--- src/rtl/calib_pkg.sv ---
// Purpose: shared state encoding and bit-count derivations for the calibration sweep.
// Latency: n/a (types and constant functions only).
// Backpressure: n/a.
// Used by calibration_sequencer and by anything that sizes id_shower bit-number ports.
package calib_pkg;

  typedef enum logic [2:0] {
    IDLE,
    LOAD,
    WAIT_FRAME,
    SETTLE,
    CAPTURE
  } calib_state_t;

  // Number of LED address bits swept for a given LED count.
  function automatic int calc_num_bits(input int num_leds);
    return $clog2(num_leds);
  endfunction

  // Width needed to name one address bit; never narrower than 1.
  function automatic int calc_bit_num_width(input int num_bits);
    return (num_bits <= 1) ? 1 : $clog2(num_bits);
  endfunction

endpackage

--- src/rtl/calib_timer.sv ---
// Purpose: clear/enable saturating up-counter with a terminal-count compare.
// Latency: tc is combinational from the registered count; clear takes effect next cycle.
// Backpressure: none; the counter holds at all-ones instead of wrapping.
// Ports: clk, rst_n, clr (sync clear, wins over en), en (count), tc_val (compare), tc (count==tc_val).
module calib_timer #(
  parameter int WIDTH = 10
) (
  input  logic             clk,
  input  logic             rst_n,
  input  logic             clr,
  input  logic             en,
  input  logic [WIDTH-1:0] tc_val,
  output logic             tc
);

  logic [WIDTH-1:0] count_q;
  logic [WIDTH-1:0] count_d;

  always_comb begin
    count_d = count_q;
    if (clr) begin
      count_d = '0;
    end else if (en && (count_q != '1)) begin
      count_d = count_q + WIDTH'(1);
    end
  end

  always_ff @(posedge clk or negedge rst_n) begin
    if (!rst_n) begin
      count_q <= '0;
    end else begin
      count_q <= count_d;
    end
  end

  assign tc = (count_q == tc_val);

endmodule

--- src/rtl/calibration_sequencer.sv ---
// Purpose: steps id_shower through every LED address bit and requests one capture per bit.
// Latency: LOAD 1 cycle after start/ack; capture_req SETTLE_CYCLES+1 cycles after frame qualifies.
// Backpressure: capture_req is held until capture_ack; abort cancels from any busy state.
// Ports: start/abort (control), frame_valid/shower_bit_num (from id_shower),
//        update_bit_num/bit_num_req (to id_shower), capture_req/capture_ack/capture_bit (capture block),
//        busy/done/timeout_err (status; done and timeout_err are sticky until the next start).
module calibration_sequencer
  import calib_pkg::*;
#(
  parameter  int NUM_LEDS       = 50,
  parameter  int SETTLE_CYCLES  = 1024,
  parameter  int TIMEOUT_CYCLES = 2**20,
  localparam int NUM_BITS       = calc_num_bits(NUM_LEDS),
  localparam int BIT_NUM_WIDTH  = calc_bit_num_width(NUM_BITS)
) (
  input  logic                     clk,
  input  logic                     rst_n,
  input  logic                     start,
  input  logic                     abort,
  input  logic                     frame_valid,
  input  logic [BIT_NUM_WIDTH-1:0] shower_bit_num,
  output logic                     update_bit_num,
  output logic [BIT_NUM_WIDTH-1:0] bit_num_req,
  output logic                     capture_req,
  input  logic                     capture_ack,
  output logic [BIT_NUM_WIDTH-1:0] capture_bit,
  output logic                     busy,
  output logic                     done,
  output logic                     timeout_err
);

  localparam int TIMER_MAX = (SETTLE_CYCLES > TIMEOUT_CYCLES) ? SETTLE_CYCLES : TIMEOUT_CYCLES;
  localparam int TW        = $clog2(TIMER_MAX);
  localparam logic [TW-1:0]            SETTLE_TC  = TW'(SETTLE_CYCLES - 1);
  localparam logic [TW-1:0]            TIMEOUT_TC = TW'(TIMEOUT_CYCLES - 1);
  localparam logic [BIT_NUM_WIDTH-1:0] LAST_BIT   = BIT_NUM_WIDTH'(NUM_BITS - 1);

  calib_state_t             state_q, state_d;
  logic [BIT_NUM_WIDTH-1:0] bit_idx_q, bit_idx_d;
  logic                     done_q, done_d;
  logic                     timeout_err_q, timeout_err_d;
  logic                     update_bit_num_q, update_bit_num_d;
  logic [BIT_NUM_WIDTH-1:0] bit_num_req_q, bit_num_req_d;
  logic                     capture_req_q, capture_req_d;
  logic [BIT_NUM_WIDTH-1:0] capture_bit_q, capture_bit_d;
  logic                     busy_q, busy_d;

  logic          timer_clr;
  logic          timer_en;
  logic [TW-1:0] timer_tc_val;
  logic          timer_tc;

  always_comb begin
    state_d       = state_q;
    bit_idx_d     = bit_idx_q;
    done_d        = done_q;
    timeout_err_d = timeout_err_q;

    // abort outranks every other event; in IDLE it just suppresses start.
    if (abort) begin
      state_d = IDLE;
    end else begin
      case (state_q)
        IDLE: begin
          if (start) begin
            state_d       = LOAD;
            bit_idx_d     = '0;
            done_d        = 1'b0;
            timeout_err_d = 1'b0;
          end
        end
        LOAD: state_d = WAIT_FRAME;
        WAIT_FRAME: begin
          // A valid frame still showing the previous bit must not count.
          if (frame_valid && (shower_bit_num == bit_idx_q)) begin
            state_d = SETTLE;
          end else if (timer_tc) begin
            state_d       = IDLE;
            timeout_err_d = 1'b1;
          end
        end
        SETTLE: begin
          if (!frame_valid) begin
            state_d = WAIT_FRAME;
          end else if (timer_tc) begin
            state_d = CAPTURE;
          end
        end
        CAPTURE: begin
          if (capture_ack) begin
            if (bit_idx_q == LAST_BIT) begin
              state_d = IDLE;
              done_d  = 1'b1;
            end else begin
              bit_idx_d = bit_idx_q + BIT_NUM_WIDTH'(1);
              state_d   = LOAD;
            end
          end
        end
        default: state_d = IDLE;
      endcase
    end

    // Every state change restarts the shared timer so each waiting state counts from 0.
    timer_en     = (state_q == WAIT_FRAME) || (state_q == SETTLE);
    timer_clr    = (state_d != state_q) || !timer_en;
    timer_tc_val = (state_q == SETTLE) ? SETTLE_TC : TIMEOUT_TC;

    // Outputs are registered from the next state so they are glitch-free Moore signals.
    update_bit_num_d = (state_d == LOAD);
    bit_num_req_d    = (state_d == LOAD) ? bit_idx_d : '0;
    capture_req_d    = (state_d == CAPTURE);
    capture_bit_d    = (state_d == CAPTURE) ? bit_idx_d : '0;
    busy_d           = (state_d != IDLE);
  end

  always_ff @(posedge clk or negedge rst_n) begin
    if (!rst_n) begin
      state_q          <= IDLE;
      bit_idx_q        <= '0;
      done_q           <= 1'b0;
      timeout_err_q    <= 1'b0;
      update_bit_num_q <= 1'b0;
      bit_num_req_q    <= '0;
      capture_req_q    <= 1'b0;
      capture_bit_q    <= '0;
      busy_q           <= 1'b0;
    end else begin
      state_q          <= state_d;
      bit_idx_q        <= bit_idx_d;
      done_q           <= done_d;
      timeout_err_q    <= timeout_err_d;
      update_bit_num_q <= update_bit_num_d;
      bit_num_req_q    <= bit_num_req_d;
      capture_req_q    <= capture_req_d;
      capture_bit_q    <= capture_bit_d;
      busy_q           <= busy_d;
    end
  end

  calib_timer #(
    .WIDTH (TW)
  ) u_timer (
    .clk    (clk),
    .rst_n  (rst_n),
    .clr    (timer_clr),
    .en     (timer_en),
    .tc_val (timer_tc_val),
    .tc     (timer_tc)
  );

  assign update_bit_num = update_bit_num_q;
  assign bit_num_req    = bit_num_req_q;
  assign capture_req    = capture_req_q;
  assign capture_bit    = capture_bit_q;
  assign busy           = busy_q;
  assign done           = done_q;
  assign timeout_err    = timeout_err_q;

endmodule

--- config.mk ---
export PLATFORM = sky130hd
export DESIGN_NAME = calibration_sequencer
export DESIGN_NICKNAME = d
export VERILOG_FILES = /design/src/rtl/calib_pkg.sv /design/src/rtl/calib_timer.sv /design/src/rtl/calibration_sequencer.sv
export SDC_FILE = /design/constraint.sdc
export NUM_CORES = 1
export LEC_CHECK = 0
export BUFFER_PORTS_ARGS = -buffer_cell sky130_fd_sc_hd__buf_2
export CAP_MARGIN = 20
export CORE_ASPECT_RATIO = 1.75
export CORE_MARGIN = 5
export CORE_UTILIZATION = 45
export CTS_CLUSTER_DIAMETER = 50
export DETAILED_ROUTE_END_ITERATION = 10
export MAX_ROUTING_LAYER = met4
export PLACE_DENSITY = 0.69
export SYNTH_ARGS = -nofsm -noshare
export SYNTH_HDL_FRONTEND = slang
export SYNTH_HIERARCHICAL = 1
export SYNTH_SLANG_ARGS = --single-unit
--- constraint.sdc ---
create_clock -name clk -period 5.25 [get_ports clk]
set_input_delay 1.3125 -clock clk [delete_from_list [all_inputs] [get_ports clk]]
set_output_delay 1.3125 -clock clk [all_outputs]
set_load 0.01 [all_outputs]
=== After elaboration in Yosys (flattened, before gate mapping) ===
Index checks and enable logic that the tools add are counted.

* Output and inout bits: 11
* Logic and storage cells: 67
* Bits in registers: 37

* Muxes and demuxes: 26
* Bitwise logic cells: 1
* Equality and inequality tests: 16
* $add $sub $neg: 2
* Reduce and logical (&&, ||, !) cells: 12

{| class="wikitable"
|+ Operators by type and width
! operator !! number
|-
| $mux W20 || 3
|-
| $mux W3 || 13
|-
| $add A20 B1 Y20 const B || 1
|-
| $eq A20 B20 Y1 || 1
|-
| $ne A20 B20 Y1 const B || 1
|-
| $pmux W3 S5 || 1
|-
| $ne A2 B2 Y1 const B || 5
|-
| $reduce_and A5 Y1 || 2
|-
| $eq A3 B3 Y1 const B || 3
|-
| $eq A3 B1 Y1 const B || 2
|-
| $eq A3 B2 Y1 const B || 2
|-
| $mux W1 || 6
|-
| $pmux W3 S2 || 1
|-
| $reduce_bool A2 Y1 || 3
|-
| $pmux W1 S2 || 2
|-
| $add A3 B1 Y3 const B || 1
|-
| $eq A3 B3 Y1 || 1
|-
| $logic_not A3 Y1 || 1
|-
| $ne A3 B3 Y1 || 1
|-
| $reduce_bool A3 Y1 || 1
|-
| $logic_and A1 B1 Y1 || 2
|-
| $logic_or A1 B1 Y1 || 2
|-
| $logic_not A1 Y1 || 1
|-
| $not A1 Y1 || 1
|}

=== Depth between registers and ports, before layout ===
Gate-level depths: netlist of the first run.

* Depth after elaboration: 10
* Depth in mapped cells: 14
* Depth with buffers taken out: 12

=== Hierarchy ===
Netlist of the first run, hierarchy kept.

{| class="wikitable"
|+ Modules (own cells, without submodules)
! module !! seq. area each (um^2) !! instances !! area each (um^2) !! cells each
|-
| calib_timer || 500.5 || 1 || 1385.1 || 153
|-
| calibration_sequencer || 425.4 || 1 || 874.6 || 76
|}

=== Worst setup path before layout of the first run ===
Ideal clock, no wire load.

* Path kind: flip-flop to flip-flop
* Start: reg state_q[2]
* End: reg u_timer.count_q[10]
* Buffers on the path: 3
* Arrival time: 3.577 ns
* Cell stages (with the launch flop): 14
* Slack: 1.537 ns
* Cells stage by stage: dfrtp_1 > buf_2 > nor2b_1 > nand2_1 > xor2_1 > nor4_1 > nand3_1 > nor3_1 > and4b_1 > a31oi_1 > nand3b_1 > clkbuf_1 > clkbuf_1 > a21oi_1

* Elaborated cells between the ends (all ways): 22
* Classes of those cells: eq/ne (6); mux (10); reduce/logical (6)

{| class="wikitable"
|+ RTL lines
! element !! line !! source
|-
| from (decl) || calibration_sequencer.sv:38 || <nowiki>calib_state_t state_q, state_d;</nowiki>
|-
| from (signal assigned) || calibration_sequencer.sv:129 || <nowiki>state_q <= state_d;</nowiki>
|-
| $eq A3 B2 Y1 || calibration_sequencer.sv:105 || <nowiki>timer_en = (state_q == WAIT_FRAME) || (state_q == SETTLE);</nowiki>
|-
| $logic_or A1 B1 Y1 (*) || calibration_sequencer.sv:105 ||
|-
| via timer_en || calibration_sequencer.sv:49 || <nowiki>logic timer_en;</nowiki>
|-
| $logic_not A1 Y1 (*) || calibration_sequencer.sv:106 || <nowiki>timer_clr = (state_d != state_q) || !timer_en;</nowiki>
|-
| $logic_or A1 B1 Y1 (*) || calibration_sequencer.sv:106 ||
|-
| via timer_clr || calibration_sequencer.sv:48 || <nowiki>logic timer_clr;</nowiki>
|-
| $mux W20 / $reduce_bool A2 Y1 (equally long branches) || n/a ||
|-
| to (signal assigned) || calib_timer.sv:32 || <nowiki>count_q <= count_d;</nowiki>
|-
| to (decl) || calib_timer.sv:16 || <nowiki>logic [WIDTH-1:0] count_q;</nowiki>
|}

Mark *: on every way through the listed nets, which the timed path passes. The rest lies on a longest branch.
A chain may end at the register's enable or synchronous reset.

=== Worst setup path after layout of the first run ===
* Start: reg state_q[2]
* End: reg u_timer.count_q[0]

The elaborated chain is that of the path after synthesis.

==> out/metrics.yaml, run 1 <==
route:
  drtIter0Drc: 54
  viasPerCell: 5.859
  drt-wirelength-per-cell_um: 15.65
  vias: 1828
  ant_nets: 0
  drc: 0
  firstDrtPassIters: 4
  finalWirelength_um: 4882
logic_synthesis:
  synth_edf_count: 0
  syn_inst: 229
  ys_seq_area_frac: 0.4097
  synth_ff_type: "dfrtp_1"
  synth-seq-cells: 37
  synth_area_sq_um: 2260
  ys_types: 54
  syn_avg_cell_area_sq_um: 9.868
  async_reset_ff_frac: 1.000
  yosysTopAreaCell: "dfrtp_1"
  netlist.area_leader.share: 0.4097
  synth-warning-count: 6
  synth_area_leaders: "dfrtp_1, xor2_1, xnor2_1"
pwr:
  ir_drop_uv: 289.6
  powerDensity_nw_per_um2: 248.0
  power_uw: 637.3
  power.leakage_uw: 0.001039
clock_tree:
  cts-root-buf: "clkbuf_8"
  cts_hold_buf: 0
  cts_buffers: 5
  h-tree-depth: 2
  clk_latency_ns: 0.28
  post_cts_resize_count: 0
  clock-sinks: 37
  postCtsSetupBuffers: 0
  cts.clk_slew.worst_paths_ns: 0.08
  cts_max_path_buffers: 2
  cts_tree: "yes"
die:
  row_count: 34
  fp.dieW_um: 63.57
  dieArea_sq_um: 6594
  die_h_um: 103.7
  start_util: 0.4579
  core_sq_um: 4935
  io_pins: 20
global_route:
  antenna_found_initial: 0
  grt_pass1_vias: 1856
  grt_pass1_wl_um: 8431
  track_usage: 0.1603
  grt_overflow_total: 0
  grt_max_degree: 38
timing:
  fin_crit_sh: 0.7377
  setup_viol: 0
  whs_ns: 0.5450
  hold_viol: 0
  finClkSkew_ns: 0.007496
  layout_min_cycle_time_ns: 3.873
  setup_ws_ns: 1.377
  grt_setup_unrepaired: "no"
  tns_ns: 0
  fmax_ghz: 0.2582
  worst_pin_slew_ns: 0.9931
  drv_slew: 0
  slew_headroom: 0.3360
placement:
  port_buffers: 19
  dpl_worst_slack_ns: 1.381
  dp_hpwl_um: 3616
  place_congestion: 0.8182
critical_path:
  rrSetupSlack_ns: 1.38
  slowest_stage: "nand3b_1"
  path_max_fanout: 26
  start_kind: "register"
  worstPathArrival_ns: 4.05
  path_class: "reg2reg"
  path_buf_inv: 0
  crit_required_ns: 5.42
  max_stage_delay_ns: 0.76
  end_kind: "register"
  critPathMostFrequentCell: "nor2b_1"
  path_cells: "nor2b_1, nand2_1, xor2_1, nor4_1, nand3_1, nor3_1, nor2b_1, o21bai_1, a21oi_1, nand3b_1, nor2_1, mux2_2"
  cp_top_family: "simple AND/OR/NAND/NOR gates"
layout:
  drive_above_1_share: 0.1744
  nNetsFinal: 269
  area_growth_pct: 13.73
  diodes: 0
run_status:
  status: "completed"
run:
  maxCapViolCount: 0
hold_path:
  hold_class: "reg2reg"
## Yosys cell counts, drive strengths merged, types with 4 or more instances
library cell  number
o31ai              9
nand3              8
dfrtp             37
nor2b              6
nand2              6
or4               10
mux2               5
a21oi             16
nor4               8
xor2              12
inv                9
nor2              16
xnor2             11
buf                6
and2               4
nor3               7
nand4             10
## cells in the final DEF, fill, tap and decap left out, types with 2 or more instances in the layout
master	synthesis	layout
a31oi_1	3	3
nor3_1	7	7
xnor2_1	11	11
nand3_1	8	8
and2_1	4	4
nand2b_1	3	3
or4_1	10	10
a41oi_1	2	2
nand4_1	9	9
buf_4	0	2
nor4_1	8	7
conb_1	1	10
bufinv_16	0	2
dfrtp_1	37	37
or2_1	2	2
o41ai_1	2	2
mux2_2	5	5
a21oi_1	16	16
xor2_1	12	12
buf_2	6	19
nand2_1	6	6
clkbuf_8	0	5
nor2_1	16	16
o31ai_1	9	9
ha_1	3	3
nand3b_1	2	2
inv_1	9	9
or3_1	2	2
nor2b_1	6	6
## cell type report
type / instances / area, sq um
Clock buffer: 5 / 68.82
Clock inverter: 3 / 65.06
Fill cell: 452 / 2365
Inverter: 9 / 33.78
Multi-Input combinational cell: 183 / 1299
Sequential cell: 37 / 925.9
Tap cell: 54 / 67.56
Timing Repair Buffer: 21 / 110.1
## worst min-delay path, cell delays in order (launching register included)
cell and delay (ns):
dfrtp_1 0.35, nor2_1 0.05, a21oi_1 0.10
## per-layer routing
layer  up-vias  track usage  share of wire  wire length [um]
met5         -            -              0                 0
met4         0      0.05646          0.013                65
met3         6      0.02059          0.023               110
met2        29       0.2980           0.58              2812
met1       894       0.1668           0.39              1894
li1        899            -              -                 -
## worst paths after layout
check                                     end  depth (start not counted)  startpoint
hold / removal                           done                          2        done
setup / recovery           u_timer/count_q[0]                         12  state_q[2]
setup reg to reg           u_timer/count_q[0]                         12  state_q[2]
max in group asynchronous  u_timer/count_q[4]                          1       rst_n
hold reg to reg                          done                          2        done
min in group asynchronous  u_timer/count_q[9]                          1       rst_n
## cells by family after synthesis
family | synth area share
AND/OR/NAND/NOR | 0.2575
AO/OA/AOI/OAI | 0.1528
flip-flops | 0.4097
XOR/XNOR | 0.08915
buffers and inverters | 0.03322
multiplexers | 0.03931
adder cells (fa/ha/maj) | 0.01661
other | 0.001660
## state kept, by name (all words and copies together), names as in the netlist
signal,count
bit_num_req,3
bit_idx_q,3
done,1
busy,1
u_timer/count_q,20
update_bit_num,1
timeout_err,1
state_q,3
capture_bit,3
capture_req,1
## stage by stage
stage	util	cell area, sq um	cells
global placement	0.4937	2436	304
finish	0.5208	2570	312
global route	0.5208	2570	312
CTS	0.5208	2570	312
floorplan	-	2293	238
detailed placement	0.4937	2436	304
## power by group
part,internal (uW),switching (uW)
combinational,19.5,30.7
sequential,289,4.68
clock,189,104
Power figures use the tool's default switching activity.
==> run 2, diff against run 1 <==
Settings changed: PLACE_DENSITY 0.69 to 0.71.
Clock period 5.25 ns to 3.5 ns, I/O delays scaled along.
==> run 2 against run 1 <==
  * Flip-flop and latch count did not move
  * Sequential power rose by 50%
  * Routed wire length rose by 0.57%
  * Combinational power rose by 52%
  * Cell area rose by 0.44%
  * Die area unchanged
  * Clock power increased by 34%
  * First-iteration DRC count decreased by 33%
  * Final cell count grew 0.64%
  * Highest routed layer unchanged
==> out/metrics.yaml, run 2 (synthesis results as in run 1) <==
hold_path:
  whs_path_depth: 2
  min_from: "done"
  holdPathEnd: "done"
  hold_class: "reg2reg"
timing:
  grt_setup_unrepaired: "no"
  hold_viol: 0
  tns_ns: 0
  fin_crit_sh: 0.8612
  layout_min_cycle_time_ns: 3.014
  setup_viol: 0
  slew_headroom: 0.4511
  worst_pin_slew_ns: 0.8234
  whs_ns: 0.5422
  fmax_ghz: 0.3317
  finClkSkew_ns: 0.006297
  drv_slew: 0
route:
  top_layer_used: "met4"
  firstDrtPassIters: 4
  drt-wirelength-per-cell_um: 15.64
  drtIter0Drc: 36
  wl_met2_um: 2744
  finalWirelength_um: 4910
  wl_met3_um: 143
  viasPerCell: 5.831
  wl_met1_um: 1897
  vias: 1831
  ant_nets: 0
  drc: 0
layout:
  largest_reg_flops: 20
  diodes: 0
  drive_above_1_share: 0.1923
  nNetsFinal: 271
  regMostFlops: "u_timer/count_q"
  nFillCells: 457
  fin_area_sq_um: 2581
  layout_commonest_cell: "dfrtp_1"
  multi_input_area_sq_um: 1309
  area_growth_pct: 14.23
  seqCellArea_sq_um: 925.9
  final_cell_mix: "dfrtp_1, buf_2, a21oi_1, nor2_1, xor2_1"
clock_tree:
  cts_hold_buf: 0
  cts_tree: "yes"
  cts-root-buf: "clkbuf_8"
  cts.clk_slew.worst_paths_ns: 0.08
  clk_latency_ns: 0.29
  clock-sinks: 37
  cts_buffers: 5
  postCtsSetupBuffers: 0
  cts_max_path_buffers: 2
  h-tree-depth: 2
  post_cts_resize_count: 0
global_route:
  track_usage: 0.1635
  grt_pass1_vias: 1850
  grt_pass1_wl_um: 8597
  antenna_found_initial: 0
  grt_max_degree: 38
  grt_overflow_total: 0
die:
  die_h_um: 103.7
  dieArea_sq_um: 6594
  fp.dieW_um: 63.57
  start_util: 0.4579
  row_count: 34
  core_sq_um: 4935
  io_pins: 20
critical_path:
  path_buf_inv: 1
  cp_top_family: "simple AND/OR/NAND/NOR gates"
  path_class: "reg2reg"
  rrSetupSlack_ns: 0.49
  timing.rr.end: "u_timer/count_q[14]"
  worstReg2RegStart: "state_q[1]"
  worstPathArrival_ns: 3.19
  path_max_fanout: 26
  start_kind: "register"
  path_cells: "nor2b_2, nand2_2, xor2_1, nor4_1, nand3_1, nor3_2, and4b_1, a31oi_1, nand3b_1, buf_4, nor2_1, mux2_2"
  slowest_stage: "dfrtp_1"
  worst-r2r-cell-count: 12
  end_kind: "register"
  max_stage_delay_ns: 0.46
  crit_required_ns: 3.68
run:
  maxCapViolCount: 0
placement:
  post_dp_cell_area_sq_um: 2454
  place_congestion: 0.8757
  port_buffers: 19
  dp_hpwl_um: 3608
pwr:
  ir_drop_uv: 258.1
  power.leakage_uw: 0.001039
  powerDensity_nw_per_um2: 352.6
run_status:
  status: "completed"
==> run 2: cell count changes in the layout (fill, tap and decap cells not counted), sizes merged <==
cell,previous run,this run
buf,21,23
clkinv,1,0
bufinv,2,1
clkinvlp,0,1
clkbuf,5,6
==> run 2: cell type report <==
cell class                 instances  area share
clock inverter                     2     0.01454
multi-input combinational        183      0.5070
clock buffer                       6     0.03199
tap                               54     0.02618
timing repair buffer              23     0.04847
inverter                           9     0.01309
sequential                        37      0.3587
==> run 2: per-layer routing <==
layer | up-vias | track usage
met3 | 11 | 0.02600
met4 | 0 | 0.07429
li1 | 906 | -
met5 | - | -
met2 | 38 | 0.2929
met1 | 876 | 0.1696
==> run 2: how the worst max path moves through the flow <==
stage                    start                   to  slack [ns]  cells past startpoint
floorplan           state_q[2]  u_timer/count_q[10]        0.04                     13
global placement    state_q[1]  u_timer/count_q[14]        0.36                     13
detailed placement  state_q[1]  u_timer/count_q[18]        0.26                     12
CTS                 state_q[1]   u_timer/count_q[0]        0.22                     12
global route        state_q[1]   u_timer/count_q[9]        0.13                     13
finish              state_q[1]  u_timer/count_q[14]        0.49                     12
==> run 2: power breakdown <==
part	switching [uW]	total [uW]	internal [uW]	leakage, uW
clock network	162	393	232	0.0000574
registers	6.56	441	434	0.000512
logic	46.2	76.1	29.8	0.000470
==> run 2: per-stage QoR <==
step                total power (uW)  setup slack, ns    util  cells
floorplan                      494.8          0.04018       -    238
global placement               525.3           0.3570  0.4972    306
detailed placement             525.4           0.2572  0.4972    306
CTS                            920.5           0.2227  0.5216    314
global route                   944.3           0.1279  0.5231    314
finish                         910.1           0.4857  0.5231    314
==> run 2: worst reg2reg max path: cells and delay by family, from the launching register on <==
family / cells / cell delay [ns]
AO/OA/AOI/OAI: 1 / 0.12
buffers and inverters: 1 / 0.28
flip-flops: 1 / 0.46
multiplexers: 1 / 0.26
XOR/XNOR: 1 / 0.23
AND/OR/NAND/NOR: 8 / 1.55
==> run 3, diff against run 2 <==
Settings changed: CORE_ASPECT_RATIO 1.75 to 1.1.
==> run 3 against run 2 <==
  * Power grew 5.4%
  * Combinational power grew 2.8%
  * Register-to-register slack lost 0.05 ns
  * Worst setup slack lost 0.052 ns
  * Clock skew grew 0.0012 ns
  * Critical path type unchanged
  * Critical endpoint is now u_timer/count_q[0]
==> out/metrics.yaml, run 3 (synthesis results as in run 1) <==
run_status:
  status: "completed"
global_route:
  grt_pass1_vias: 1872
  grt_overflow_total: 0
  track_usage: 0.1653
  grt_max_degree: 38
  antenna_found_initial: 0
  grt_pass1_wl_um: 8763
route:
  viasPerCell: 5.819
  wl_met2_um: 2456
  drc: 0
  wl_met1_um: 2239
  finalWirelength_um: 4918
  top_layer_used: "met4"
  vias: 1862
  wl_met3_um: 120
  firstDrtPassIters: 4
  drt-wirelength-per-cell_um: 15.37
  drtIter0Drc: 124
  ant_nets: 0
timing:
  setup_ws_ns: 0.4338
  slew_headroom: 0.4462
  drv_slew: 0
  fmax_ghz: 0.3261
  setup_viol: 0
  finClkSkew_ns: 0.007523
  grt_setup_unrepaired: "no"
  tns_ns: 0
  layout_min_cycle_time_ns: 3.066
  whs_ns: 0.5347
  fin_crit_sh: 0.8761
  hold_viol: 0
  worst_pin_slew_ns: 0.8308
layout:
  diodes: 0
  nFillCells: 460
  nNetsFinal: 273
  area_growth_pct: 16.17
  final_util: 0.5322
  largest_reg_flops: 20
  layout_commonest_cell: "dfrtp_1"
  drive_above_1_share: 0.1947
  stdcell_count: 320
  multi_input_area_sq_um: 1306
  regMostFlops: "u_timer/count_q"
  final_cell_mix: "dfrtp_1, buf_2, a21oi_1, nor2_1, xor2_1"
  seqCellArea_sq_um: 925.9
critical_path:
  path_class: "reg2reg"
  end_kind: "register"
  crit_required_ns: 3.67
  slowest_stage: "dfrtp_1"
  start_kind: "register"
  path_max_fanout: 15
  max_stage_delay_ns: 0.46
  rrSetupSlack_ns: 0.43
  path_cells: "nor2b_2, nand2_1, xor2_1, nor4_1, nand3_1, nor3_2, and4b_1, a31oi_1, nand3b_1, buf_12, nor2_1, mux2_2"
  worstPathArrival_ns: 3.24
die:
  dieArea_sq_um: 6540
  die_h_um: 84.32
  io_pins: 20
  core_sq_um: 4932
  row_count: 27
  start_util: 0.4581
  fp.dieW_um: 77.57
placement:
  place_congestion: 0.8123
  port_buffers: 19
  dp.cells: 311
  dp_hpwl_um: 3555
  dpl_worst_slack_ns: 0.1302
run:
  maxCapViolCount: 0
clock_tree:
  cts_hold_buf: 0
  h-tree-depth: 2
  cts_max_path_buffers: 2
  clock-sinks: 37
  cts.clk_slew.worst_paths_ns: 0.07
  clk_latency_ns: 0.29
  cts_buffers: 5
  cts-root-buf: "clkbuf_8"
  cts_tree: "yes"
pwr:
  ir_drop_uv: 199.5
  power.leakage_uw: 0.001064
  powerDensity_nw_per_um2: 365.3
hold_path:
  hold_class: "reg2reg"
## run 3: critical path, delay by kind of cell, from the launching register on
kind                   cells  cell delay, ns
AND/OR/NAND/NOR            8            1.67
flip-flops                 1            0.46
XOR/XNOR                   1            0.27
multiplexers               1            0.26
buffers and inverters      1            0.16
AO/OA/AOI/OAI              1            0.11
## run 3: worst paths after layout
path,start,endpoint,cells past startpoint
setup / recovery,state_q[1],u_timer/count_q[0],12
hold / removal,timeout_err,timeout_err,2
setup reg to reg,state_q[1],u_timer/count_q[0],12
hold reg to reg,timeout_err,timeout_err,2
max in group asynchronous,rst_n,u_timer/count_q[15],1
min in group asynchronous,rst_n,u_timer/count_q[10],1
## run 3: power breakdown
part / internal (uW) / switching (uW)
Clock: 283 / 157
Combinational: 30.7 / 47.5
Sequential: 434 / 6.60
## run 3: layer usage
metal,global-route usage,vias up
met5,-,-
met1,0.2050,910
met3,0.03326,12
met4,0.07344,0
li1,-,911
met2,0.2596,29
## run 3: cell type report
class | count | area share
inverters | 9 | 0.01287
well taps | 58 | 0.02765
repair buffers | 25 | 0.05815
flip-flops and latches | 37 | 0.3527
clock buffers | 5 | 0.02622
clock inverters | 3 | 0.02479
multi-input cells | 183 | 0.4976
## run 3: what timing repair did
action                     4_1_cts  5_1_grt
setup endpoints to repair        0       20
resized for setup                0        1
buffers inserted                 0        1
## run 3: metrics by stage
| stage | area, sq um | power (uW) |
|---|---|---|
| detailed placement | 2466 | 526.5 |
| finish | 2625 | 958.8 |
| global placement | 2466 | 524.9 |
| floorplan | 2296 | 494.8 |
| CTS | 2600 | 970.6 |
| global route | 2625 | 998.4 |
